### src/rtl/sram_access_arbiter.sv
// ---------------------------------------------------------------------------
// sram_access_arbiter
//
// Shares one SRAM controller command port among N_REQ memory clients
// (library recording, resampling, library fetch). One pending client is
// picked in round-robin order and its command is latched. The command is
// held stable on the controller port across wait states. Completion is
// reported with a one-cycle o_ack pulse carrying the read data. An access
// that stalls longer than TIMEOUT wait cycles is aborted and flagged with
// o_err.
//
// Ports
//   i_clk             clock, rising edge
//   i_rst_n           asynchronous active-low reset
//   i_req[N]          per-requester level request, held until its o_ack
//   i_wr[N]           per-requester write enable (1 = write)
//   i_addr[N*ADDR_W]  packed addresses, requester k at [k*ADDR_W +: ADDR_W]
//   i_wdata[N*DATA_W] packed write data, same packing
//   o_ack[N]          one-cycle completion pulse (one-hot or zero)
//   o_err             abort-by-timeout flag, valid with o_ack
//   o_rdata           read data, valid in the o_ack cycle
//   o_busy            arbiter not idle
//   o_grant_id        index of the current/last granted requester
//   core_mem_*        command port to the SRAM controller
//   core_mem_r_value  read data from the controller
//   core_wait         controller stall
// ---------------------------------------------------------------------------
module sram_access_arbiter #(
  parameter int N_REQ   = 3,
  parameter int ADDR_W  = 20,
  parameter int DATA_W  = 16,
  parameter int TIMEOUT = 255
) (
  input  logic                      i_clk,
  input  logic                      i_rst_n,
  input  logic [N_REQ-1:0]          i_req,
  input  logic [N_REQ-1:0]          i_wr,
  input  logic [N_REQ*ADDR_W-1:0]   i_addr,
  input  logic [N_REQ*DATA_W-1:0]   i_wdata,
  output logic [N_REQ-1:0]          o_ack,
  output logic                      o_err,
  output logic [DATA_W-1:0]         o_rdata,
  output logic                      o_busy,
  output logic [$clog2(N_REQ)-1:0]  o_grant_id,
  output logic                      core_mem_request,
  output logic                      core_mem_wr,
  output logic [ADDR_W-1:0]         core_mem_addr,
  output logic [DATA_W-1:0]         core_mem_w_value,
  input  logic [DATA_W-1:0]         core_mem_r_value,
  input  logic                      core_wait
);

  localparam int GW = $clog2(N_REQ);
  localparam int CW = (TIMEOUT < 1) ? 1 : $clog2(TIMEOUT + 1);
  localparam logic [N_REQ-1:0] ONE_HOT0 = N_REQ'(1);

  typedef enum logic [1:0] {
    ST_IDLE = 2'd0,
    ST_BUSY = 2'd1,
    ST_DONE = 2'd2
  } state_t;

  state_t              r_state;
  logic [GW-1:0]       r_last;
  logic [GW-1:0]       r_grant_id;
  logic [CW-1:0]       r_wait_cnt;
  logic [N_REQ-1:0]    r_ack;
  logic                r_err;
  logic [DATA_W-1:0]   r_rdata;
  logic                r_busy;
  logic                r_request;
  logic                r_wr;
  logic [ADDR_W-1:0]   r_addr;
  logic [DATA_W-1:0]   r_wdata;

  logic [ADDR_W-1:0]   w_addr_arr  [N_REQ];
  logic [DATA_W-1:0]   w_wdata_arr [N_REQ];
  logic [GW:0]         w_sum       [N_REQ];
  logic [GW-1:0]       w_cand      [N_REQ];
  logic                w_any;
  logic [GW-1:0]       w_pick;

  // Unpack the per-requester commands and build the round-robin search
  // order: candidate gi is (last_grant + 1 + gi) mod N_REQ. The sum never
  // exceeds 2*N_REQ-1, so a single conditional subtract does the modulo.
  genvar gi;
  generate
    for (gi = 0; gi < N_REQ; gi++) begin : g_req
      assign w_addr_arr[gi]  = i_addr[gi*ADDR_W +: ADDR_W];
      assign w_wdata_arr[gi] = i_wdata[gi*DATA_W +: DATA_W];
      assign w_sum[gi]       = {1'b0, r_last} + (GW+1)'(gi + 1);
      assign w_cand[gi]      = (w_sum[gi] >= (GW+1)'(N_REQ))
                               ? GW'(w_sum[gi] - (GW+1)'(N_REQ))
                               : GW'(w_sum[gi]);
    end
  endgenerate

  // Scan from the back so the earliest candidate in round-robin order wins.
  always_comb begin
    w_any  = 1'b0;
    w_pick = '0;
    for (int i = N_REQ - 1; i >= 0; i--) begin
      if (i_req[w_cand[i]]) begin
        w_any  = 1'b1;
        w_pick = w_cand[i];
      end
    end
  end

  always_ff @(posedge i_clk or negedge i_rst_n) begin
    if (!i_rst_n) begin
      r_state    <= ST_IDLE;
      r_last     <= GW'(N_REQ - 1);
      r_grant_id <= '0;
      r_wait_cnt <= '0;
      r_ack      <= '0;
      r_err      <= 1'b0;
      r_rdata    <= '0;
      r_busy     <= 1'b0;
      r_request  <= 1'b0;
      r_wr       <= 1'b0;
      r_addr     <= '0;
      r_wdata    <= '0;
    end else begin
      case (r_state)
        ST_IDLE: begin
          if (w_any) begin
            r_state    <= ST_BUSY;
            r_last     <= w_pick;
            r_grant_id <= w_pick;
            r_wait_cnt <= '0;
            r_busy     <= 1'b1;
            r_request  <= 1'b1;
            r_wr       <= i_wr[w_pick];
            r_addr     <= w_addr_arr[w_pick];
            r_wdata    <= w_wdata_arr[w_pick];
          end
        end

        ST_BUSY: begin
          if (!core_wait) begin
            r_state   <= ST_DONE;
            r_request <= 1'b0;
            r_ack     <= ONE_HOT0 << r_last;
            r_err     <= 1'b0;
            r_rdata   <= r_wr ? '0 : core_mem_r_value;
          end else if (r_wait_cnt == CW'(TIMEOUT)) begin
            // Controller never answered: give up so the other clients
            // are not starved, and tell the requester via o_err.
            r_state   <= ST_DONE;
            r_request <= 1'b0;
            r_ack     <= ONE_HOT0 << r_last;
            r_err     <= 1'b1;
            r_rdata   <= '0;
          end else begin
            r_wait_cnt <= r_wait_cnt + CW'(1);
          end
        end

        ST_DONE: begin
          // One dead cycle lets the acknowledged client update or drop
          // its request before arbitration looks at i_req again.
          r_state <= ST_IDLE;
          r_ack   <= '0;
          r_err   <= 1'b0;
          r_rdata <= '0;
          r_busy  <= 1'b0;
        end

        default: begin
          r_state   <= ST_IDLE;
          r_ack     <= '0;
          r_err     <= 1'b0;
          r_busy    <= 1'b0;
          r_request <= 1'b0;
        end
      endcase
    end
  end

  assign o_ack            = r_ack;
  assign o_err            = r_err;
  assign o_rdata          = r_rdata;
  assign o_busy           = r_busy;
  assign o_grant_id       = r_grant_id;
  assign core_mem_request = r_request;
  assign core_mem_wr      = r_wr;
  assign core_mem_addr    = r_addr;
  assign core_mem_w_value = r_wdata;

endmodule

### config.mk
export PLATFORM = sky130hd
export DESIGN_NAME = sram_access_arbiter
export DESIGN_NICKNAME = d
export VERILOG_FILES = /design/src/rtl/sram_access_arbiter.sv
export SDC_FILE = /design/constraint.sdc
export NUM_CORES = 1
export LEC_CHECK = 0
export CORE_UTILIZATION = 50
export DETAILED_ROUTE_END_ITERATION = 10
export DONT_BUFFER_PORTS = 1
export SYNTH_ARGS = -nofsm -noshare
export SYNTH_HDL_FRONTEND = slang
export SYNTH_SLANG_ARGS = --single-unit
### constraint.sdc
create_clock -name i_clk -period 2.5 [get_ports i_clk]
set_clock_uncertainty 0.05 [all_clocks]
set_input_delay 0.25 -clock i_clk [delete_from_list [all_inputs] [get_ports i_clk]]
set_output_delay 0.25 -clock i_clk [all_outputs]
set_load 0.005 [all_outputs]
==> results.toml <==
[outcome]
outcome = "finished clean"

[drt]
drt-total-wl_um = 10100
ant_nets = 0
remaining_drc_errors = 0
avgRoutedWirePerCell_um = 19.6
drt_iter0_drc = 131
drt-pass1-iter-count = 4
dr_total_vias = 3068
viasPerCell = 5.96

[clock_tree]
cts_inserted_buffers = 9
h-tree-depth = 3
clk_latency_ps = 330
cts_tree = "yes"
clk_path_buf_depth = 2
clk_transition_reported_paths_ps = 70
post_cts_buffers = 0
clock_sinks = 72
cts-root-buf = "clkbuf_8"

[worst_setup_path]
path_max_fanout = 21
critPathRequiredTime_ps = 2660
ff2ff_setup_slack_ps = 150
startpoint = "r_last[0]"
cp-end-kind = "flip-flop"
start_kind = "flip-flop"
r2r-end = "core_mem_w_value[4]"
endpoint = "core_mem_w_value[4]"
crit_type = "flip-flop to flip-flop"
cp.arrival_ps = 2510
rr_startpoint = "r_last[0]"
r2r_cells = 8

[power]
leakage_nw = 2.05
p_total_w = 0.00665
power_frac_seq = 0.327
swShare = 0.424
peakVddDrop_mv = 0.665
p_int_w = 0.00383
p_switching_w = 0.00282
power_frac_comb = 0.519
clock_power_share = 0.154
power.density_mw_per_mm2 = 1440

[timing]
relSlewSlack = 0.355
whs_ps = 28.7
tightest_slew_ps = 962
finalHoldViolCount = 0
period_minus_slack_ps = 2350
rsz0062_at_grt = "false"
setup_viol_count_final = 0
slew_viol_final = 0
fin_crit_sh = 0.938
fin_setup_tns_ps = 0
fmax_mhz = 426

[floorplanning]
core-area_mm2 = 0.00777
die_w_um = 92.0
initial_core_util = 0.521
fp.dieH_um = 92.0
dieArea_mm2 = 0.00846
ios = 194
row_count = 32

[placed_design]
place_congestion = 0.769
numPortBuffers = 0
placed_area_mm2 = 0.00418
hpwl_um = 6790

[yosys]
synth_top_area_share = 0.439
yosys.area.top_type = "dfrtp_1"
ys_seq_elements = 72
yosys-top-cells-area = "dfrtp_1, o31ai_2, a211oi_2"
syn_nets = 540
syn_avg_cell_area_um2 = 10.0
async_reset_ff_frac = 1.00
syn_inst = 403
ys.warnings.count = 0
synth_edf_count = 0
synthDistinctLibCells = 42
yosysSeqAreaShare = 0.446
syn-cell-area_mm2 = 0.00405
synth_top_flop_cell = "dfrtp_1"

[layout]
drive_gt1_frac = 0.221
mostFrequentLayoutCell = "dfrtp_1"
multiInputGateArea_mm2 = 0.00205
final_cell_mix = "dfrtp_1, nor2_1, nand2_1"
regArea_mm2 = 0.00180
layout.nets = 545
fin_area_mm2 = 0.00461
areaGrowthSynthToFinish_pct = 14.0
fillers = 679

[grt]
grtUsageTotal = 0.239
grt_max_degree = 73
grt_pass1_wl_um = 15600
overflow = 0
antenna_found_initial = 1
grt_pass1_vias = 2946

[min_path]
min-delay-path-class = "input pin to flip-flop"

[flow_run]
drv_cap = 0
worst min path at each step:
| stage | to | cells after the start | startpoint | slack (ps) |
|---|---|---|---|---|
| final | o_err | 2 | core_wait | 30 |
| after global routing | o_err | 2 | core_wait | 30 |
| after CTS | o_rdata[11] | 1 | core_mem_r_value[11] | 4 |
| after detailed placement | o_err | 0 | i_rst_n | -90 |
| after global placement | o_err | 0 | i_rst_n | -90 |
| after floorplan | core_mem_addr[0] | 0 | i_rst_n | -100 |
stage by stage:
stage / util / worst slack [ps] / std cells
CTS: 0.591 / 63.3 / 513
global placement: 0.538 / 56.1 / 481
finish: 0.594 / 154 / 515
floorplan: - / 342 / 403
global route: 0.594 / 8.39 / 515
detailed placement: 0.538 / -70.4 / 481
final cells by class:
cell class / count / area share
sequential: 72 / 0.391
inverter: 9 / 0.00732
timing repair buffer: 30 / 0.0822
multi-input combinational: 286 / 0.444
antenna: 1 / 0.000542
clock inverter: 3 / 0.0141
tap: 102 / 0.0277
clock buffer: 12 / 0.0336
cells by family (layout without fill, tap and decap cells):
group,count (synthesis),count (layout),synth area share
AND/OR/NAND/NOR,159,159,0.180
AO/OA/AOI/OAI,115,115,0.282
flip-flops,72,72,0.446
buffers and inverters,45,54,0.0615
XOR/XNOR,5,5,0.0108
adder cells (fa/ha/maj),4,4,0.0124
multiplexers,3,3,0.00773
other,0,1,0
power groups by stage:
stage	clock network (W)	logic, W	registers [W]
after floorplan	0	0.00274	0.00203
after global placement	0	0.00332	0.00218
after detailed placement	0	0.00340	0.00219
after CTS	0.00105	0.00346	0.00217
after global routing	0.00110	0.00382	0.00224
final	0.00102	0.00345	0.00218
synth_stat cells (2+ instances only):
cell	count
nand2b_1	2
and3_1	37
a21oi_1	5
a21o_1	2
a21oi_2	2
buf_2	15
a22o_1	17
inv_1	8
dfrtp_1	71
o31ai_2	30
mux2i_1	2
clkbuf_1	6
o21ai_0	2
buf_4	12
xor2_1	5
nand2_1	51
a211oi_1	18
ha_1	4
buf_6	2
nor2b_1	4
nor2_1	52
nand3_1	6
a211oi_2	20
nand4_1	4
o31ai_1	7
o21ai_1	3
per-layer routing:
| layer | track usage | part of all wire | vias up |
|---|---|---|---|
| li1 | - | - | 1463 |
| met5 | 0 | 0 | - |
| met2 | 0.372 | 0.47 | 146 |
| met3 | 0.0730 | 0.081 | 13 |
| met1 | 0.317 | 0.44 | 1446 |
| met4 | 0.0768 | 0.015 | 0 |
critical path: stages (launching register included):
cell,delay (ps)
dfrtp_1,440
buf_4,180
ha_1,280
nor2b_1,190
a311oi_4,310
nand2_2,130
buf_4,250
a211oi_1,290
o31ai_1,90
flip-flops by register name (all words and copies together), names as in the netlist:
register	count
core_mem_addr	20
core_mem_request	1
core_mem_w_value	16
core_mem_wr	1
o_ack	3
o_busy	1
o_err	1
o_grant_id	1
o_rdata	16
r_last	2
r_state	2
r_wait_cnt	8
repair_timing:
item	4_1_cts	5_1_grt
endpoints found under the setup margin	37	12
pin swaps	0	1
endpoints found under the hold margin	87	1
hold buffers	17	1
gates resized for setup	2	1
Note: power is estimated with default switching activity, not from simulation.
